$ cat src/rtl/ldm_stm_sequencer_if.sv
// Signal bundle between the ARM block-transfer sequencer and its control unit,
// register file and memory port.
interface ldm_stm_sequencer_if;
   logic        start;
   logic [31:0] IR;
   logic [31:0] base;
   logic        MOC;
   logic [31:0] mem_rdata;
   logic [31:0] rf_rdata;
   logic        MOV;
   logic        RW;
   logic [31:0] addr;
   logic [31:0] mem_wdata;
   logic [3:0]  reg_sel;
   logic        rf_we;
   logic [31:0] rf_wdata;
   logic        wb_en;
   logic [3:0]  wb_reg;
   logic [31:0] wb_data;
   logic        pc_load;
   logic        busy;
   logic        done;
   logic        err;

   modport master (
      output start, IR, base, MOC, mem_rdata, rf_rdata,
      input  MOV, RW, addr, mem_wdata, reg_sel, rf_we, rf_wdata,
             wb_en, wb_reg, wb_data, pc_load, busy, done, err
   );

   modport slave (
      input  start, IR, base, MOC, mem_rdata, rf_rdata,
      output MOV, RW, addr, mem_wdata, reg_sel, rf_we, rf_wdata,
             wb_en, wb_reg, wb_data, pc_load, busy, done, err
   );
endinterface

$ cat src/rtl/ldm_stm_sequencer.sv
// LDM/STM (addressing mode 4) sequencer: walks the register list lowest-first,
// runs one MOV/MOC memory handshake per register and produces base writeback.
module ldm_stm_sequencer #(
   parameter int MOC_TIMEOUT = 16
) (
   input logic                Clk,
   input logic                Clr,
   ldm_stm_sequencer_if.slave bus
);

   typedef enum logic [2:0] {IDLE, SETUP, SCAN, REQ, WRLD, WB, FIN} state_t;

   localparam logic [7:0] TIMER_LAST = 8'(MOC_TIMEOUT - 1);

   state_t      state, state_next;
   logic        p_q, u_q, w_q, l_q, rn_in_list_q;
   logic [3:0]  rn_q, sel_q;
   logic [15:0] list_q;
   logic [31:0] base_q, addr_q, final_q, rdata_q;
   logic [7:0]  timer_q;
   logic        pc_loaded_q, err_q;

   logic [4:0]  n;
   logic [31:0] n4, start_addr;
   logic [3:0]  lowest;
   logic [15:0] list_after;
   logic        moc_hit, timeout;
   logic        unused_ir;

   assign unused_ir = ^{bus.IR[31:25], bus.IR[22]};

   always_comb begin
      n      = '0;
      lowest = '0;
      for (int i = 0; i < 16; i++) n = n + {4'd0, list_q[i]};
      for (int i = 15; i >= 0; i--) if (list_q[i]) lowest = 4'(i);
   end

   assign n4         = {25'd0, n, 2'b00};
   assign list_after = list_q & ~(16'd1 << sel_q);
   assign moc_hit    = (state == REQ) && bus.MOC;
   // MOC in the final allowed cycle still wins over the timeout.
   assign timeout    = (state == REQ) && !bus.MOC && (timer_q == TIMER_LAST);

   always_comb begin
      case ({p_q, u_q})
         2'b01:   start_addr = base_q;
         2'b11:   start_addr = base_q + 32'd4;
         2'b00:   start_addr = base_q - n4 + 32'd4;
         default: start_addr = base_q - n4;
      endcase
   end

   always_ff @(posedge Clk or negedge Clr) begin
      if (!Clr) state <= IDLE;
      else      state <= state_next;
   end

   always_comb begin
      state_next   = state;
      bus.MOV      = 1'b0;
      bus.RW       = 1'b0;
      bus.rf_we    = 1'b0;
      bus.wb_en    = 1'b0;
      bus.done     = 1'b0;
      bus.pc_load  = 1'b0;
      bus.busy     = 1'b0;
      case (state)
         IDLE: begin
            if (bus.start) state_next = SETUP;
         end
         SETUP: begin
            bus.busy   = 1'b1;
            state_next = (n == 5'd0) ? FIN : SCAN;
         end
         SCAN: begin
            bus.busy   = 1'b1;
            state_next = REQ;
         end
         REQ: begin
            bus.busy = 1'b1;
            bus.MOV  = 1'b1;
            bus.RW   = l_q;
            if (moc_hit) begin
               if (l_q)                     state_next = WRLD;
               else if (list_after != '0)   state_next = SCAN;
               else                         state_next = WB;
            end else if (timeout) begin
               state_next = IDLE;
            end
         end
         WRLD: begin
            bus.busy   = 1'b1;
            bus.rf_we  = 1'b1;
            state_next = (list_q != '0) ? SCAN : WB;
         end
         WB: begin
            bus.busy   = 1'b1;
            // A base register reloaded from memory keeps the loaded value.
            bus.wb_en  = w_q && !(l_q && rn_in_list_q);
            state_next = FIN;
         end
         FIN: begin
            bus.done    = 1'b1;
            bus.pc_load = pc_loaded_q;
            state_next  = IDLE;
         end
         default: state_next = IDLE;
      endcase
   end

   always_ff @(posedge Clk or negedge Clr) begin
      if (!Clr) begin
         p_q          <= 1'b0;
         u_q          <= 1'b0;
         w_q          <= 1'b0;
         l_q          <= 1'b0;
         rn_in_list_q <= 1'b0;
         rn_q         <= '0;
         sel_q        <= '0;
         list_q       <= '0;
         base_q       <= '0;
         addr_q       <= '0;
         final_q      <= '0;
         rdata_q      <= '0;
         timer_q      <= '0;
         pc_loaded_q  <= 1'b0;
         err_q        <= 1'b0;
      end else begin
         err_q <= timeout;
         case (state)
            IDLE: begin
               if (bus.start) begin
                  p_q          <= bus.IR[24];
                  u_q          <= bus.IR[23];
                  w_q          <= bus.IR[21];
                  l_q          <= bus.IR[20];
                  rn_q         <= bus.IR[19:16];
                  list_q       <= bus.IR[15:0];
                  rn_in_list_q <= bus.IR[{1'b0, bus.IR[19:16]}];
                  base_q       <= bus.base;
                  pc_loaded_q  <= 1'b0;
               end
            end
            SETUP: begin
               addr_q  <= start_addr;
               final_q <= u_q ? (base_q + n4) : (base_q - n4);
            end
            SCAN: begin
               sel_q   <= lowest;
               timer_q <= '0;
            end
            REQ: begin
               if (bus.MOC) begin
                  list_q <= list_after;
                  if (l_q) rdata_q <= bus.mem_rdata;
                  else     addr_q  <= addr_q + 32'd4;
               end else begin
                  timer_q <= timer_q + 8'd1;
               end
            end
            WRLD: begin
               addr_q <= addr_q + 32'd4;
               if (sel_q == 4'd15) pc_loaded_q <= 1'b1;
            end
            default: ;
         endcase
      end
   end

   assign bus.err       = err_q;
   assign bus.addr      = addr_q;
   assign bus.reg_sel   = sel_q;
   assign bus.rf_wdata  = rdata_q;
   assign bus.wb_reg    = rn_q;
   assign bus.wb_data   = final_q;
   assign bus.mem_wdata = bus.rf_rdata;

endmodule

$ cat src/flat_wrapper.sv
// flat-port wrapper written by rule: the top's interface ports become plain ports
module ldm_stm_sequencer_flat 
#(
   parameter int MOC_TIMEOUT = 16
)
  (Clk, Clr, bus_start, bus_IR, bus_base, bus_MOC, bus_mem_rdata, bus_rf_rdata, bus_MOV, bus_RW, bus_addr, bus_mem_wdata, bus_reg_sel, bus_rf_we, bus_rf_wdata, bus_wb_en, bus_wb_reg, bus_wb_data, bus_pc_load, bus_busy, bus_done, bus_err);
  ldm_stm_sequencer_if bus_i ();
  input logic Clk;
  input logic Clr;
  input wire logic [$bits(bus_i.start)-1:0] bus_start;
  input wire logic [$bits(bus_i.IR)-1:0] bus_IR;
  input wire logic [$bits(bus_i.base)-1:0] bus_base;
  input wire logic [$bits(bus_i.MOC)-1:0] bus_MOC;
  input wire logic [$bits(bus_i.mem_rdata)-1:0] bus_mem_rdata;
  input wire logic [$bits(bus_i.rf_rdata)-1:0] bus_rf_rdata;
  output wire logic [$bits(bus_i.MOV)-1:0] bus_MOV;
  output wire logic [$bits(bus_i.RW)-1:0] bus_RW;
  output wire logic [$bits(bus_i.addr)-1:0] bus_addr;
  output wire logic [$bits(bus_i.mem_wdata)-1:0] bus_mem_wdata;
  output wire logic [$bits(bus_i.reg_sel)-1:0] bus_reg_sel;
  output wire logic [$bits(bus_i.rf_we)-1:0] bus_rf_we;
  output wire logic [$bits(bus_i.rf_wdata)-1:0] bus_rf_wdata;
  output wire logic [$bits(bus_i.wb_en)-1:0] bus_wb_en;
  output wire logic [$bits(bus_i.wb_reg)-1:0] bus_wb_reg;
  output wire logic [$bits(bus_i.wb_data)-1:0] bus_wb_data;
  output wire logic [$bits(bus_i.pc_load)-1:0] bus_pc_load;
  output wire logic [$bits(bus_i.busy)-1:0] bus_busy;
  output wire logic [$bits(bus_i.done)-1:0] bus_done;
  output wire logic [$bits(bus_i.err)-1:0] bus_err;
  assign bus_i.start = bus_start;
  assign bus_i.IR = bus_IR;
  assign bus_i.base = bus_base;
  assign bus_i.MOC = bus_MOC;
  assign bus_i.mem_rdata = bus_mem_rdata;
  assign bus_i.rf_rdata = bus_rf_rdata;
  assign bus_MOV = bus_i.MOV;
  assign bus_RW = bus_i.RW;
  assign bus_addr = bus_i.addr;
  assign bus_mem_wdata = bus_i.mem_wdata;
  assign bus_reg_sel = bus_i.reg_sel;
  assign bus_rf_we = bus_i.rf_we;
  assign bus_rf_wdata = bus_i.rf_wdata;
  assign bus_wb_en = bus_i.wb_en;
  assign bus_wb_reg = bus_i.wb_reg;
  assign bus_wb_data = bus_i.wb_data;
  assign bus_pc_load = bus_i.pc_load;
  assign bus_busy = bus_i.busy;
  assign bus_done = bus_i.done;
  assign bus_err = bus_i.err;
  ldm_stm_sequencer #(.MOC_TIMEOUT(MOC_TIMEOUT)) u_core (.Clk(Clk), .Clr(Clr), .bus(bus_i));
endmodule
$ cat config.mk
export PLATFORM = sky130hd
export DESIGN_NAME = ldm_stm_sequencer_flat
export DESIGN_NICKNAME = d
export VERILOG_FILES = /design/src/rtl/ldm_stm_sequencer_if.sv /design/src/rtl/ldm_stm_sequencer.sv /design/src/flat_wrapper.sv
export SDC_FILE = /design/constraint.sdc
export NUM_CORES = 1
export LEC_CHECK = 0
export CORE_ASPECT_RATIO = 0.7
export CORE_UTILIZATION = 47
export CTS_CLUSTER_SIZE = 40
export DETAILED_ROUTE_END_ITERATION = 8
export PLACE_DENSITY = 0.79
export SKIP_LAST_GASP = 1
export SLEW_MARGIN = 40
export SYNTH_ARGS = -nofsm -noshare
export SYNTH_HDL_FRONTEND = slang
export SYNTH_SLANG_ARGS = --single-unit
$ cat constraint.sdc
create_clock -name Clk -period 7.1 [get_ports Clk]
set_clock_uncertainty 0.2 [all_clocks]
set_input_delay 1.065 -clock Clk [delete_from_list [all_inputs] [get_ports Clk]]
set_output_delay 1.065 -clock Clk [all_outputs]
set_load 0.02 [all_outputs]
Yosys cells after proc, flatten, opt, wreduce, memory -nomap -nowiden
Index checks and enable logic that the tools add are counted.

word-level totals
  register bits = 170
  bits in latches = 0
  memory bits (writable) = 0
  bits in read-only memories = 0
  input port bits = 132
  output and inout port bits = 144
  logic and storage cells = 127
  memories kept = 0

cells by class
  $add $sub $neg = 21
  multipliers = 0
  div/mod/pow operators = 0
  order comparisons = 1
  equal/unequal tests = 16
  shift operators = 1
  mux-type cells = 46
  bitwise operators = 2
  reductions and logical operators = 24

operators with widths
  operator                                           count
  case mux 32 bit (3 select lines)                   2
  adder 32 x 3 -> 32 bit (second input constant)     3
  2-to-1 mux 32 bit                                  3
  adder 5 x 1 -> 5 bit                               14
  2-to-1 mux 4 bit                                   16
  adder 32 x 7 -> 32 bit                             1
  2-to-1 mux 16 bit                                  2
  case mux 16 bit (2 select lines)                   1
  nonzero test 16 bit                                2
  subtractor 32 x 7 -> 32 bit                        1
  2-to-1 mux 3 bit                                   7
  case mux 3 bit (6 select lines)                    1
  bitwise AND 16 bit                                 1
  NOT 16 bit                                         1
  case mux 8 bit (2 select lines)                    1
  << shifter 1 x 4 -> 16 bit (first input constant)  1
  AND reduction 3 bit                                4
  2-to-1 mux 1 bit                                   10
  == test 3 bit (second input constant)              3
  adder 8 x 1 -> 8 bit (second input constant)       1
  == test 8 x 4 -> 1 bit (second input constant)     1
  2-to-1 mux 8 bit                                   1
  != test 2 bit (second input constant)              4
  == test 3 x 2 -> 1 bit (second input constant)     2
  other kinds (19)                                   28

Depth between registers and ports, before layout
Gate-level depths: netlist of run 1.

  depth in word-level cells = 19
  depth in mapped cells = 27
  depth with buffers taken out = 25

Worst setup path after synthesis of run 1
Ideal clock, no wire load.

  path kind = reg-to-reg
  start point = register u_core.list_q[0]
  end point = register u_core.addr_q[31], in the netlist u_core.bus.addr[31]
  library setup time = 0.130 ns
  arrival = 6.486 ns
  required time = 6.770 ns
  path slack = 0.284 ns
  stages on the path, launching flop included = 22
  path buffers = 1
  cell sequence = dfrtp_1 -> inv_1 -> ha_1 -> inv_1 -> fa_1 -> fa_1 -> fa_1 -> fa_1 -> fa_1 -> fa_1 -> inv_1 -> fa_1 -> or2_1 -> a211oi_1 -> buf_2 -> nor4_2 -> xor2_1 -> nand3_2 -> or4_4 -> nor3_2 -> and4_1 -> nor3_2

between the ends
  word-level cells in the longest chain between the ends = 19

RTL lines
  item                                    RTL line                                          text
  from (decl)                             ldm_stm_sequencer.sv:18                           logic [15:0] list_q;
  from (signal assigned)                  ldm_stm_sequencer.sv:139                          list_q <= bus.IR[15:0];
  from (signal assigned)                  ldm_stm_sequencer.sv:155                          list_q <= list_after;
  adder 1 x 1 -> 2 bit (*)                ldm_stm_sequencer.sv:35                           for (int i = 0; i < 16; i++) n = n + {4'd0, list_q[i]};
  adder 5 x 1 -> 5 bit (*) (14 in a row)  ldm_stm_sequencer.sv:35
  subtractor 32 x 7 -> 32 bit (*)         ldm_stm_sequencer.sv:49, ldm_stm_sequencer.sv:50
  adder 32 x 3 -> 32 bit                  ldm_stm_sequencer.sv:49                           2'b00: start_addr = base_q - n4 + 32'd4;
  case mux 32 bit (3 select lines) (*)    ldm_stm_sequencer.sv:46                           case ({p_q, u_q})
  case mux 32 bit (3 select lines) (*)    ldm_stm_sequencer.sv:131                          case (state)
  to (signal assigned)                    ldm_stm_sequencer.sv:146                          addr_q <= start_addr;
  to (signal assigned)                    ldm_stm_sequencer.sv:157                          else addr_q <= addr_q + 32'd4;
  to (signal assigned)                    ldm_stm_sequencer.sv:163                          addr_q <= addr_q + 32'd4;
  to (decl)                               ldm_stm_sequencer.sv:19                           logic [31:0] base_q, addr_q, final_q, rdata_q;

Every way passes the cells marked *; elsewhere a longest branch is shown, timed or not.
A chain may end at the register's enable or synchronous reset.

Final worst setup path of run 1
  start point = register u_core.list_q[0]
  end point = register u_core.addr_q[22], in the netlist u_core.bus.addr[22]

The elaborated chain is that of the path after synthesis.

==> results of run 1 <==
synthesized netlist by cell type, drive strengths merged, types with 6 or more instances:
library cell / number / area share, %
o21ai: 100 / 4.1
nand3: 51 / 2.2
and4: 11 / 0.80
mux2i: 7 / 0.58
xnor2: 50 / 3.6
a21oi: 114 / 4.8
nor2: 105 / 3.3
o311ai: 6 / 0.44
o31ai: 7 / 0.44
a31oi: 19 / 0.98
dfrtp: 170 / 35
or4: 7 / 0.50
or3: 6 / 0.31
a21o: 10 / 0.62
ha: 24 / 2.5
buf: 51 / 2.7
nand2: 153 / 4.8
a211oi: 22 / 1.4
fa: 12 / 2.0
xor2: 45 / 3.3
nor3: 39 / 1.7
mux2: 70 / 6.5
clkbuf: 69 / 2.1
or2: 6 / 0.31
inv: 47 / 1.5
o22ai: 27 / 1.4
a31o: 6 / 0.44
nor4: 23 / 1.9
nor2b: 15 / 0.78
and2: 9 / 0.47
nand4: 28 / 1.5
and3: 18 / 0.93
what timing repair did:
action | CTS | global route
endpoints found under the setup margin | 1 | 16
pin swaps | 0 | 18
setup buffers | 0 | 11
endpoints found under the hold margin | 0 | 0
resized for setup | 1 | 33
worst min path at each step:
stage,slack [ps],cells after the start,to,from
4_1_cts,290,2,u_core.bus.wb_data[1],u_core.bus.wb_data[1]
2_1_floorplan,250,2,u_core.bus.addr[0],u_core.base_q[0]
3_5_place_dp,270,2,u_core.bus.addr[1],u_core.bus.addr[1]
5_1_grt,270,1,u_core.bus.reg_sel[2],Clr
3_3_place_gp,260,2,u_core.bus.wb_data[1],u_core.bus.wb_data[1]
6_report,260,1,u_core.rn_in_list_q,Clr
kinds of logic (layout without fill, tap and decap cells):
logic type,after synthesis,count (layout),synth area share [%]
DFF,170,170,35.22
AOI/OAI and AO/OA,371,371,18.83
muxes,82,82,8.038
and+or+nand+nor,482,482,20.18
buffers and inverters,168,345,6.370
adders and majority gates,36,36,4.475
xor gates and xnor gates,95,95,6.888
metrics by stage:
stage	TNS, ps	instance area, sq um
final	0	15220
after global routing	-133.8	15220
after CTS	0	14940
after detailed placement	0	14330
after global placement	0	14320
after floorplan	0	12080
layer usage:
metal,GRT usage (%),vias up,wire [microns]
li1,-,5353,-
met1,44.70,5431,17910
met2,39.37,653,15260
met3,11.61,23,5194
met4,6.444,0,263
met5,0,-,0
final cells by class:
cell class	instances	area share [%]
Clock buffer	17	2.795
Inverter	48	1.184
Sequential cell	170	27.95
Multi-Input combinational cell	1066	47.60
Clock inverter	15	1.151
Timing Repair Buffer	265	16.65
Tap cell	325	2.672
==> flow_metrics.py, run 1 <==
metrics = {
    "worst_setup_path": {
        "path_max_fanout": 5,
        "r2r-end": "u_core.bus.addr[22]",
        "slowest_delay_ps": 600,
        "crit_type": "reg2reg",
        "r2r_cells": 21,
        "crit_buf_inv": 4,
        "crit_path_start": "u_core.list_q[0]",
        "critPathTopFamily": "adder cells",
        "r2r_slack_ps": 180,
        "crit_top_cell": "fa_2",
        "worstSetupEndpoint": "u_core.bus.addr[22]",
        "crit_path_start_kind": "register",
        "critPathSlowestCell": "or4_4",
        "cp.required_ps": 7240,
        "timing.rr.start": "u_core.list_q[0]",
        "crit_path_end_kind": "register",
        "cp.depth": 21,
        "worst-endpoint-arrival_ps": 7060,
        "crit_chain": "inv_1 -> ha_1 -> inv_1 -> fa_2 -> fa_1 -> fa_1 -> fa_1 -> fa_2 -> fa_2 -> inv_2 -> fa_2 -> or2_4 -> a211o_1 -> a31oi_1 -> a211oi_1 -> or4_4 -> nor4_4 -> buf_4 -> and4_1 -> o21ai_0 -> a31o_2",
    },
    "yosys": {
        "synth-seq-cells": 170,
        "yosys_warnings": 0,
        "netlist_instances": 1404,
        "synth_async_sr_flop_share_pct": 100.0,
        "synthDistinctLibCells": 83,
        "ys_seq_area_share_pct": 35.22,
        "postSynthAreaPerCell_sq_um": 8.603,
        "synth_flop_cell": "dfrtp_1",
        "synthesis.nets": 1572,
        "syn_area_sq_um": 12080,
        "synth-edff-count": 0,
    },
    "layout": {
        "fin_cells": 1906,
        "final_common_cell": "clkdlybuf4s50_1",
        "fill_cells": 2081,
        "final_cell_mix": "clkdlybuf4s50_1, dfrtp_1, nand2_1",
        "syn2layout_area_growth_pct": 25.99,
        "layout.nets": 1736,
        "regArea_sq_um": 4254,
        "drive_gt1_share_pct": 15.05,
        "multiInputGateArea_sq_um": 7243,
        "antenna_cells": 0,
        "utilization_pct": 61.06,
    },
    "hold_path": {
        "hold_path_class": "in2async",
    },
    "timing": {
        "fin_crit_sh_pct": 97.49,
        "hold_viol_final": 0,
        "max_freq_mhz": 144.5,
        "finalSetupViolCount": 0,
        "rsz0062_at_grt": "yes",
        "worstMarginPinSlew_ps": 907.7,
        "maxSlewViolCount": 0,
        "setup_ws_ps": 178.2,
        "worst_hold_slack_ps": 263.5,
        "min_period_ps": 6922,
        "relSlewSlack_pct": 38.85,
    },
    "global_routing": {
        "grt_pass1_vias": 10780,
        "antenna_found_initial": 0,
        "grt_pass1_wl_microns": 60980,
        "grt_util_all_layers_pct": 29.79,
        "grt_max_degree": 103,
        "grt_overflow": 0,
    },
    "drt": {
        "routedWlPerCell_microns": 20.27,
        "vias": 11460,
        "ant_nets": 0,
        "drt_iter0_drc": 1247,
        "drc": 0,
        "viasPerCell": 6.013,
        "drtPass1Iterations": 6,
        "drt_wl_total_microns": 38630,
    },
    "job": {
        "maxCapViolCount": 0,
    },
    "clocking": {
        "cts_tree": "yes",
        "cts_made_buffers": 17,
        "cts_root_buffer": "clkbuf_16",
        "path_clk_slew_ps": 80,
        "clkLatencyLatePin_ps": 450,
        "cts_num_sinks": 170,
        "cts-hold-fix-buffers": 0,
        "cts_max_path_buffers": 2,
        "cts_htree_levels": 4,
    },
    "placement": {
        "port_buffers": 203,
        "dp_hpwl_microns": 28750,
        "dp_slack_ps": 20.77,
        "placedCellCount": 1862,
        "place.gp.congestion": 0.9577,
    },
    "die": {
        "die_y_microns": 136.1,
        "pin_count": 276,
        "core_area_sq_um": 24920,
        "initial_utilization_pct": 48.46,
        "rows": 48,
        "die_w_microns": 193.6,
        "die_area_sq_um": 26360,
    },
    "outcome": {
        "outcome": "finished clean",
    },
}
Power of run 1 is not shown: default switching activity piles up to over one toggle a cycle in this logic, so the estimate is an artifact.
==> run 2: changes to the inputs <==
--- a/config.mk
+++ b/config.mk
@@ -10,6 +10,7 @@
 export CTS_CLUSTER_SIZE = 40
 export DETAILED_ROUTE_END_ITERATION = 8
 export PLACE_DENSITY = 0.79
+export REMOVE_ABC_BUFFERS = 1
 export SKIP_LAST_GASP = 1
 export SLEW_MARGIN = 40
 export SYNTH_ARGS = -nofsm -noshare
==> run 2 against run 1 <==
Hold slack better by 3.9 ps. Critical path depth is the same. Sequential share of layout area is 0.13 points lower. Wire length up 2.2%. Utilization grew 0.28 points. Largest cell class unchanged.
==> flow_metrics.py, run 2 (same netlist as run 1, synthesis figures left out) <==
metrics = {
    "worst_setup_path": {
        "worst-endpoint-arrival_ps": 7070,
        "crit_path_end_kind": "register",
        "cp.required_ps": 7240,
        "path_max_fanout": 5,
        "crit_path_start_kind": "register",
        "crit_type": "reg2reg",
    },
    "layout": {
        "fill_cells": 2108,
        "multiInputGateArea_sq_um": 7271,
        "syn2layout_area_growth_pct": 26.57,
        "final_common_cell": "clkdlybuf4s50_1",
        "regArea_sq_um": 4254,
        "stdcell_area_sq_um": 15290,
        "drive_gt1_share_pct": 15.64,
        "final_cell_mix": "clkdlybuf4s50_1, dfrtp_1, nand2_1",
        "layout.nets": 1741,
        "fin_cells": 1912,
    },
    "global_routing": {
        "grt_util_all_layers_pct": 29.88,
        "grt_overflow": 0,
        "grt_max_degree": 99,
        "antenna_found_initial": 2,
        "grt_pass1_vias": 11020,
        "grt_pass1_wl_microns": 61560,
    },
    "placement": {
        "dp_hpwl_microns": 28750,
        "placedCellCount": 1872,
        "port_buffers": 203,
        "dpl_cell_area_sq_um": 14410,
        "place.gp.congestion": 0.9759,
    },
    "timing": {
        "min_period_ps": 6936,
        "worstMarginPinSlew_ps": 889.4,
        "worst_hold_slack_ps": 267.4,
        "max_freq_mhz": 144.2,
        "finalSetupViolCount": 0,
        "final.setup.tns_ps": 0,
        "relSlewSlack_pct": 40.49,
        "fin_crit_sh_pct": 97.69,
        "hold_viol_final": 0,
        "maxSlewViolCount": 0,
        "rsz0062_at_grt": "yes",
    },
    "clocking": {
        "cts_root_buffer": "clkbuf_16",
        "cts_made_buffers": 17,
        "cts_num_sinks": 170,
        "clkLatencyLatePin_ps": 450,
        "path_clk_slew_ps": 70,
        "cts_max_path_buffers": 2,
        "cts_htree_levels": 4,
        "cts_tree": "yes",
    },
    "drt": {
        "ant_nets": 0,
        "drt_iter0_drc": 1289,
        "vias": 11710,
        "drtPass1Iterations": 5,
        "routedWlPerCell_microns": 20.65,
        "drc": 0,
        "viasPerCell": 6.126,
        "drt_wl_total_microns": 39490,
    },
    "die": {
        "die_w_microns": 193.6,
        "pin_count": 276,
        "core_area_sq_um": 24920,
        "initial_utilization_pct": 48.46,
        "rows": 48,
        "die_y_microns": 136.1,
        "die_area_sq_um": 26360,
    },
    "hold_path": {
        "hold_path_class": "in2async",
    },
    "job": {
        "maxCapViolCount": 0,
    },
    "outcome": {
        "outcome": "finished clean",
    },
}
-- run 2: changes by cell type in the layout (fill, tap and decap cells not counted), sizes merged --
cell   previous run  this run
buf              63        68
diode             0         1
-- run 2: repair_timing --
item / CTS / global route
buffers inserted: 0 / 6
setup endpoints to repair: 3 / 18
hold buffers: 0 / 0
pin swaps: 1 / 25
resized for setup: 5 / 39
-- run 2: final cells by class --
type | instances | area share (%)
antenna | 1 | 0.01637
clock buffer | 17 | 2.783
clock inverter | 15 | 1.113
inverter | 48 | 1.195
multi-input combinational | 1066 | 47.56
sequential | 170 | 27.83
tap | 325 | 2.660
timing repair buffer | 270 | 16.85
-- run 2: metal layers --
layer / GRT usage [%] / up-vias / routed length (microns)
met3: 9.228 / 67 / 4244
met1: 42.78 / 5635 / 17570
met2: 43.18 / 639 / 16920
li1: - / 5369 / -
met4: 8.000 / 2 / 721
met5: 0.9259 / - / 30
-- run 2: worst max-delay path: stages, from the launching register on --
cell and delay [ps]:
dfrtp_1 350, inv_1 90, ha_4 280, inv_2 30, fa_2 560, fa_1 440, fa_1 520, fa_1 450
fa_2 400, fa_2 630, inv_4 60, fa_2 380, or2_4 290, a211o_4 390, a31oi_4 190, a211oi_2 60
or4_4 570, buf_4 160, nor3_2 190, xnor2_1 80, a221o_1 320, a21o_1 180
-- run 2: metrics by stage --
step                      util (%)  setup slack (ps)
after global placement       57.76            -61.70
after detailed placement     57.83            -36.93
after global routing         61.33            -54.56
after floorplan                  -            -280.8
final                        61.34             164.1
after CTS                    60.32             5.714
-- run 2: final timing paths --
kind / start / endpoint / slack (ps) / cells past startpoint
worst max-delay path: u_core.list_q[1] / u_core.bus.addr[18] / 160 / 21
worst min register to register: u_core.bus.wb_data[19] / u_core.bus.wb_data[19] / 280 / 2
min in group Clk: u_core.bus.wb_data[19] / u_core.bus.wb_data[19] / 280 / 2
worst max register to register: u_core.list_q[1] / u_core.bus.addr[18] / 160 / 21
max in group asynchronous: Clr / u_core.list_q[4] / 5460 / 2
worst min-delay path: Clr / u_core.bus.addr[4] / 270 / 1
Power of run 2 is left out for the same reason.
